File: src/rtl/pwm_multi.sv
// Multi-channel PWM generator: one shared period counter, double-buffered duty per channel.
// Define PWM_RAMP_EN to slew-limit duty changes by RAMP_STEP per period (soft start/stop).
module pwm_multi #(
  parameter int CHANNELS  = 2,
  parameter int WIDTH     = 16,
  parameter int PERIOD    = 50000,
  parameter int RAMP_STEP = 500
) (
  input  logic                      CLOCK50,
  input  logic                      reset,
  input  logic [CHANNELS*WIDTH-1:0] speed,
  input  logic                      load,
  input  logic                      enable,
  output logic [CHANNELS-1:0]       PWM_out,
  output logic                      busy,
  output logic                      period_tick
);

  localparam int CW = (PERIOD > 1) ? $clog2(PERIOD) : 1;
  localparam int AW = $clog2(PERIOD + 1);
  localparam int SW = (WIDTH > AW) ? WIDTH : AW;
  localparam logic [CW-1:0] CNT_LAST  = CW'(PERIOD - 1);
  localparam logic [AW-1:0] DUTY_FULL = AW'(PERIOD);

  if ((WIDTH < 31) && ((1 << WIDTH) <= PERIOD)) begin : g_width_check
    $error("pwm_multi: WIDTH cannot represent PERIOD");
  end
  if (RAMP_STEP < 1) begin : g_step_check
    $error("pwm_multi: RAMP_STEP must be at least 1");
  end

  logic [CW-1:0]       cnt_q, cnt_d;
  logic [AW-1:0]       tgt_q [CHANNELS];
  logic [AW-1:0]       tgt_d [CHANNELS];
  logic [AW-1:0]       act_q [CHANNELS];
  logic [AW-1:0]       act_d [CHANNELS];
  logic [CHANNELS-1:0] pwm_q, pwm_d;
  logic                busy_q, busy_d;
  logic                tick_q, tick_d;
  logic                wrap;

  // Requests at or above PERIOD saturate to 100 % duty.
  function automatic logic [AW-1:0] clamp_req(input logic [WIDTH-1:0] req);
    logic [SW-1:0] wide;
    wide = SW'(req);
    if (wide >= SW'(PERIOD)) return DUTY_FULL;
    return AW'(wide);
  endfunction

`ifdef PWM_RAMP_EN
  localparam int RW = AW + 1;

  // Move act toward tgt by at most RAMP_STEP; the extra bit keeps the sums exact.
  function automatic logic [AW-1:0] ramp_duty(input logic [AW-1:0] act,
                                              input logic [AW-1:0] tgt);
    logic [RW-1:0] act_w, tgt_w, step_w;
    act_w  = {1'b0, act};
    tgt_w  = {1'b0, tgt};
    step_w = RW'(RAMP_STEP);
    if (act_w + step_w < tgt_w) return AW'(act_w + step_w);
    if (act_w > tgt_w + step_w) return AW'(act_w - step_w);
    return tgt;
  endfunction
`endif

  // NOTE: every signal written here gets its default first, so no latch can be inferred.
  always_comb begin
    wrap   = (cnt_q == CNT_LAST);
    cnt_d  = wrap ? '0 : cnt_q + 1'b1;
    tick_d = wrap;
    busy_d = 1'b0;
    pwm_d  = '0;
    for (int i = 0; i < CHANNELS; i++) begin
      tgt_d[i] = tgt_q[i];
      act_d[i] = act_q[i];
      if (load) tgt_d[i] = clamp_req(speed[i*WIDTH +: WIDTH]);
      // Disable wins over a same-cycle wrap; the wrap always sees the pre-load target.
      if (!enable) begin
        act_d[i] = '0;
      end else if (wrap) begin
`ifdef PWM_RAMP_EN
        act_d[i] = ramp_duty(act_q[i], tgt_q[i]);
`else
        act_d[i] = tgt_q[i];
`endif
      end
      pwm_d[i] = enable && (AW'(cnt_q) < act_q[i]);
      busy_d   = busy_d | (act_q[i] != tgt_q[i]);
    end
  end

  // NOTE: state updates use non-blocking assignments so every flop samples pre-edge values.
  always_ff @(posedge CLOCK50 or posedge reset) begin
    if (reset) begin
      cnt_q  <= '0;
      pwm_q  <= '0;
      busy_q <= 1'b0;
      tick_q <= 1'b0;
      // NOTE: the duty arrays are a few flops per channel, not a RAM, so they take the async reset.
      for (int i = 0; i < CHANNELS; i++) begin
        tgt_q[i] <= '0;
        act_q[i] <= '0;
      end
    end else begin
      cnt_q  <= cnt_d;
      pwm_q  <= pwm_d;
      busy_q <= busy_d;
      tick_q <= tick_d;
      for (int i = 0; i < CHANNELS; i++) begin
        tgt_q[i] <= tgt_d[i];
        act_q[i] <= act_d[i];
      end
    end
  end

  assign PWM_out     = pwm_q;
  assign busy        = busy_q;
  assign period_tick = tick_q;

endmodule
File: config.mk
export PLATFORM = sky130hd
export DESIGN_NAME = pwm_multi
export DESIGN_NICKNAME = d
export VERILOG_FILES = /design/src/rtl/pwm_multi.sv
export SDC_FILE = /design/constraint.sdc
export NUM_CORES = 1
export LEC_CHECK = 0
export ABC_AREA = 1
export CAP_MARGIN = 20
export CORE_MARGIN = 3
export CORE_UTILIZATION = 43
export CTS_BUF_LIST = sky130_fd_sc_hd__clkbuf_8
export DETAILED_ROUTE_END_ITERATION = 8
export SLEW_MARGIN = 25
export SYNTH_ARGS = -nofsm -noshare
export SYNTH_HDL_FRONTEND = slang
export SYNTH_SLANG_ARGS = --single-unit
File: constraint.sdc
create_clock -name CLOCK50 -period 3.3 [get_ports CLOCK50]
set_input_delay 0.66 -clock CLOCK50 [delete_from_list [all_inputs] [get_ports CLOCK50]]
set_output_delay 0.66 -clock CLOCK50 [all_outputs]
set_load 0.1 [all_outputs]
==> impl_metrics.ini, run 1 <==
[cells_and_area]
drive_gt1_share_pct = 6.065
finalInstanceArea_um2 = 5587
final_cell_mix = 177 x nand2_1, 90 x nand3_1, 84 x dfrtp_1
area_growth_pct = 13.38
final_common_cell = nand2_1
fin_nets = 739
num_antenna_cells = 0

[floorplanning]
row_count = 38
io_pins = 40
dieArea_um2 = 12780
dieWidth_um = 113.0
chipHeight_um = 113.0
core_um2 = 11030
start_util_pct = 44.67

[synth]
syn_area_per_cell_um2 = 7.723
syn_nets = 705
yosys.area.top_type = dfrtp_1
synthCells = 638
ys_seq_area_share_pct = 42.66
synth-seq-cells = 84
yosysUniqueCellTypes = 27
yosysWarnings = 0
netlist_top_cells_area = dfrtp_1 43%, nand2_1 13%, nand3_1 9.1%
synth.cell_area_um2 = 4927
synth_top_cell_area_share_pct = 42.66

[sta]
relSlewSlack_pct = 54.78
fin_setup_tns_ns = 0
drv_slew = 0
fmaxAchievable_mhz = 518.2
setup_viol = 0
timing.hold.ws_ns = 0.5168
skew_ns = 0.008689
period_share_pct = 58.48
final-hold-violation-count = 0
fin_crit_ns = 1.930
tightest_slew_ns = 0.6784
grt_setup_unrepaired = false

[cts]
cts_made_buffers = 9
path_clk_slew_ns = 0.08
htree_num_levels = 3
cts_sinks = 84
clock-root-buffer = clkbuf_8
hold_buffers = 0
cts_resized = 0
cts_tree = done
post-cts-setup-buffers = 0
insertion_delay_ns = 0.36
cts_buffer_depth = 2

[drt]
finalWirelength_um = 11240
wl_per_cell_um = 13.77
routed_via_density = 5.114
highest_layer = met4
drtIter0Drc = 287
detail-route-antenna-nets = 0
drc = 0
route.met2.wl_um = 4828
wl_met3_um = 575
drt_pass1_iterations = 5
wl_met1_um = 5614
vias = 4173

[grt]
grt_util_all_layers_pct = 18.86
antenna_found_initial = 0
grt_pass1_vias = 3969
grt_overflow = 0
grt_pass1_wl_um = 19150
grt_max_degree = 49

[outcome]
status = finished clean

[setup_path]
reg2reg_slack_ns = 1.37
critical_path_class = register to register
crit_fanout = 37
cp-end-kind = register
cp-start-kind = register
arrival_ns = 2.18
required_ns = 3.55

[placed_design]
hpwlAfterDp_um = 8163
io_buffers = 39
gp_routability_congestion = 0.8247
placed_area_um2 = 5396

[power_and_ir_drop]
swShare_pct = 25.74
combPwrFrac_pct = 9.9
ir_drop_mv = 0.1627
p_leak_nw = 2.774
pwr-share-clk_pct = 36.1
power.density_nw_per_um2 = 366.7
seq_power_share_pct = 54.1
p_sw_mw = 0.5274
internal-power_mw = 1.521

[run]
cap_violations = 0

[min_path]
worst_hold_path_type = register to register
-- power groups by stage --
stage / logic [mW] / registers (mW) / clock network, mW
floorplan: 0.126 / 1.11 / 0
global placement: 0.203 / 1.13 / 0
detailed placement: 0.205 / 1.13 / 0
CTS: 0.206 / 1.11 / 0.762
global route: 0.233 / 1.11 / 0.802
finish: 0.202 / 1.11 / 0.739
-- final cells by class --
cell class,count,area [um2]
Sequential cell,84,2102
Multi-Input combinational cell,449,2376
Clock inverter,5,52.55
Tap cell,140,175.2
Fill cell,1055,5444
Clock buffer,10,137.6
Timing Repair Buffer,44,425.4
Inverter,84,317.8
-- synth_stat cells --
cell type,n
a21o_1,2
a21oi_1,14
a31oi_1,2
buf_1,1
buf_6,7
clkbuf_1,12
clkbuf_2,1
clkinv_2,1
dfrtp_1,84
ha_1,31
inv_1,82
inv_2,1
nand2_1,177
nand2_2,1
nand3_1,90
nand3b_1,2
nand4_1,9
nor2_1,43
nor2_2,1
nor3_1,8
o21a_1,2
o21ai_0,30
o31ai_1,1
o31ai_4,2
or2_2,9
xnor2_1,18
xor2_1,7
-- path summary, 6_finish.rpt --
kind	endpoint	from	cells after the start
min reg2reg	act_q[19]	act_q[19]	2
max	act_q[13]	cnt_q[0]	7
max in group asynchronous	act_q[8]	reset	3
min	act_q[19]	act_q[19]	2
min in group asynchronous	period_tick	reset	2
max reg2reg	act_q[13]	cnt_q[0]	7
-- flip-flops by register name (all words and copies together) (netlist names) --
register and cells:
busy 1, act_q 32, tgt_q 32, PWM_out 2, cnt_q 16, period_tick 1
-- metrics by stage --
step,power (mW),std cells,util [%],setup slack (ns)
6_report,2.048,816,50.65,1.370
5_1_grt,2.149,816,50.65,1.195
3_3_place_gp,1.329,801,48.92,1.253
2_1_floorplan,1.239,638,-,0.4749
3_5_place_dp,1.332,801,48.92,1.186
4_1_cts,2.074,816,50.65,1.335
-- worst max-delay path, cell delays in order, from the launching register on --
cell      delay [ns]
dfrtp_1         0.45
ha_1            0.25
nand3_1         0.17
nor2_1          0.07
nand2_1         0.10
clkinv_2        0.45
nand3_1         0.23
nand2_1         0.07
-- layer usage --
layer / vias to the layer above / global-route usage [%]
met5: - / 0
met4: 0 / 7.452
met3: 16 / 3.102
met2: 117 / 28.04
met1: 1928 / 27.54
li1: 2112 / -
-- logic make-up after synthesis --
group | count (synthesis) | share of synthesized area, %
simple gates | 340 | 29.56
flops | 84 | 42.66
fa+ha+maj | 31 | 7.872
buf+inv | 105 | 9.116
compound gates | 53 | 6.348
xor+xnor | 25 | 4.444
(Power assumes the default switching activity.)
==> run 2: changes to the inputs <==
Clock period 3.3 ns to 1.9 ns, I/O delays scaled along.
==> run 2 against run 1 <==
Effect of this change: utilization grew 1.1 points; non-clock buffer count rose by 6; via count shrank 0.67%; first-iteration DRC count decreased by 25%; hold slack got worse by 0.060 ns; critical endpoint is now act_q[26]; largest cell class unchanged.
==> impl_metrics.ini, run 2 (same netlist as run 1, synthesis figures left out) <==
[outcome]
status = finished clean

[cells_and_area]
biggestRegsByFlops = act_q x32, tgt_q x32, cnt_q x16
area_growth_pct = 15.90
drive_gt1_share_pct = 6.881
final_common_cell = nand2_1
fin_nets = 745
finalInstanceArea_um2 = 5710
num_antenna_cells = 0
final_cell_mix = 177 x nand2_1, 90 x nand3_1, 84 x dfrtp_1
final_util_pct = 51.77

[sta]
fmaxAchievable_mhz = 607.3
fin_setup_tns_ns = 0
fin_crit_ns = 1.647
period_share_pct = 86.66
relSlewSlack_pct = 68.66
setup_viol = 0
tightest_slew_ns = 0.4701
grt_setup_unrepaired = false
drv_slew = 0
final-hold-violation-count = 0
skew_ns = 0.01098

[floorplanning]
start_util_pct = 44.67
core_um2 = 11030
row_count = 38
io_pins = 40
dieArea_um2 = 12780
chipHeight_um = 113.0
dieWidth_um = 113.0

[setup_path]
arrival_ns = 1.96
required_ns = 2.21
critical_path_class = register to register
cp-start-kind = register
r2r_start = cnt_q[1]
cp-end-kind = register
crit_path_start = cnt_q[1]
crit_fanout = 11

[cts]
htree_num_levels = 3
path_clk_slew_ns = 0.09
cts_buffer_depth = 2
clock-root-buffer = clkbuf_8
insertion_delay_ns = 0.37
cts_made_buffers = 9
cts_resized = 0
cts_tree = done
post-cts-setup-buffers = 0
cts_sinks = 84
hold_buffers = 0

[drt]
detail-route-antenna-nets = 0
wl_met1_um = 5731
routed_via_density = 5.036
highest_layer = met4
vias = 4145
drc = 0
route.met2.wl_um = 4843
wl_per_cell_um = 13.56
drtIter0Drc = 214
wl_met3_um = 382
drt_pass1_iterations = 7
finalWirelength_um = 11160

[power_and_ir_drop]
p_leak_nw = 2.837
combPwrFrac_pct = 9.7
power.density_nw_per_um2 = 650.1
p_sw_mw = 0.9277
swShare_pct = 24.99
ir_drop_mv = 0.3723
seq_power_share_pct = 51.8
pwr-share-clk_pct = 38.4
internal-power_mw = 2.785

[grt]
grt_pass1_wl_um = 18960
grt_util_all_layers_pct = 18.63
grt_max_degree = 85
grt_overflow = 0
grt_pass1_vias = 3914
antenna_found_initial = 0

[placed_design]
hpwlAfterDp_um = 8038
gp_routability_congestion = 0.8290
io_buffers = 39
placed_area_um2 = 5494

[run]
cap_violations = 0

[min_path]
worst_hold_path_type = input port to async pin
[run 2: per-stage QoR]
stage	setup slack, ns	hold WS, ns	std cells	total power, mW
finish	0.2534	0.4567	823	3.713
global route	0.08073	0.4729	823	3.881
CTS	0.2439	0.4422	823	3.751
detailed placement	0.1111	0.5035	807	2.324
global placement	0.1785	0.4955	807	2.317
floorplan	0.4503	0.4785	638	2.153
[run 2: worst paths after layout]
kind	cells past startpoint	slack, ns	to
worst max-delay path	8	0.25	act_q[26]
min in group CLOCK50	3	0.47	act_q[25]
worst min register to register	2	0.52	act_q[11]
max in group asynchronous	3	1.07	act_q[2]
worst max register to register	8	0.25	act_q[26]
worst min-delay path	3	0.46	tgt_q[24]
[run 2: worst max-delay path, cell delays in order (launching register included)]
cell and delay [ns]:
dfrtp_1 0.43, ha_1 0.21, nand3_1 0.18, nor2_1 0.15, nand2_1 0.14, clkinv_2 0.10, buf_4 0.19, nand3_1 0.09
nand2_1 0.07
[run 2: area by class of cell]
type                    instances  area [um2]
clock buffers                  10       137.6
clock inverters                 6       78.83
fillers                      1100        5320
inverters                      84       320.3
multi-input cells             449        2376
flip-flops and latches         84        2102
well taps                     140       175.2
repair buffers                 50       520.5
[run 2: layer usage]
layer | global-route usage, % | up-vias
met5 | 0 | -
li1 | - | 2121
met4 | 7.372 | 0
met3 | 2.674 | 14
met1 | 28.02 | 1929
met2 | 27.01 | 81
[run 2: power by group through the flow]
stage / Sequential, mW / Combinational (mW) / Clock (mW)
after CTS: 1.92 / 0.367 / 1.46
after floorplan: 1.93 / 0.220 / 0
final: 1.92 / 0.362 / 1.43
after global routing: 1.94 / 0.412 / 1.53
after detailed placement: 1.96 / 0.366 / 0
after global placement: 1.96 / 0.361 / 0
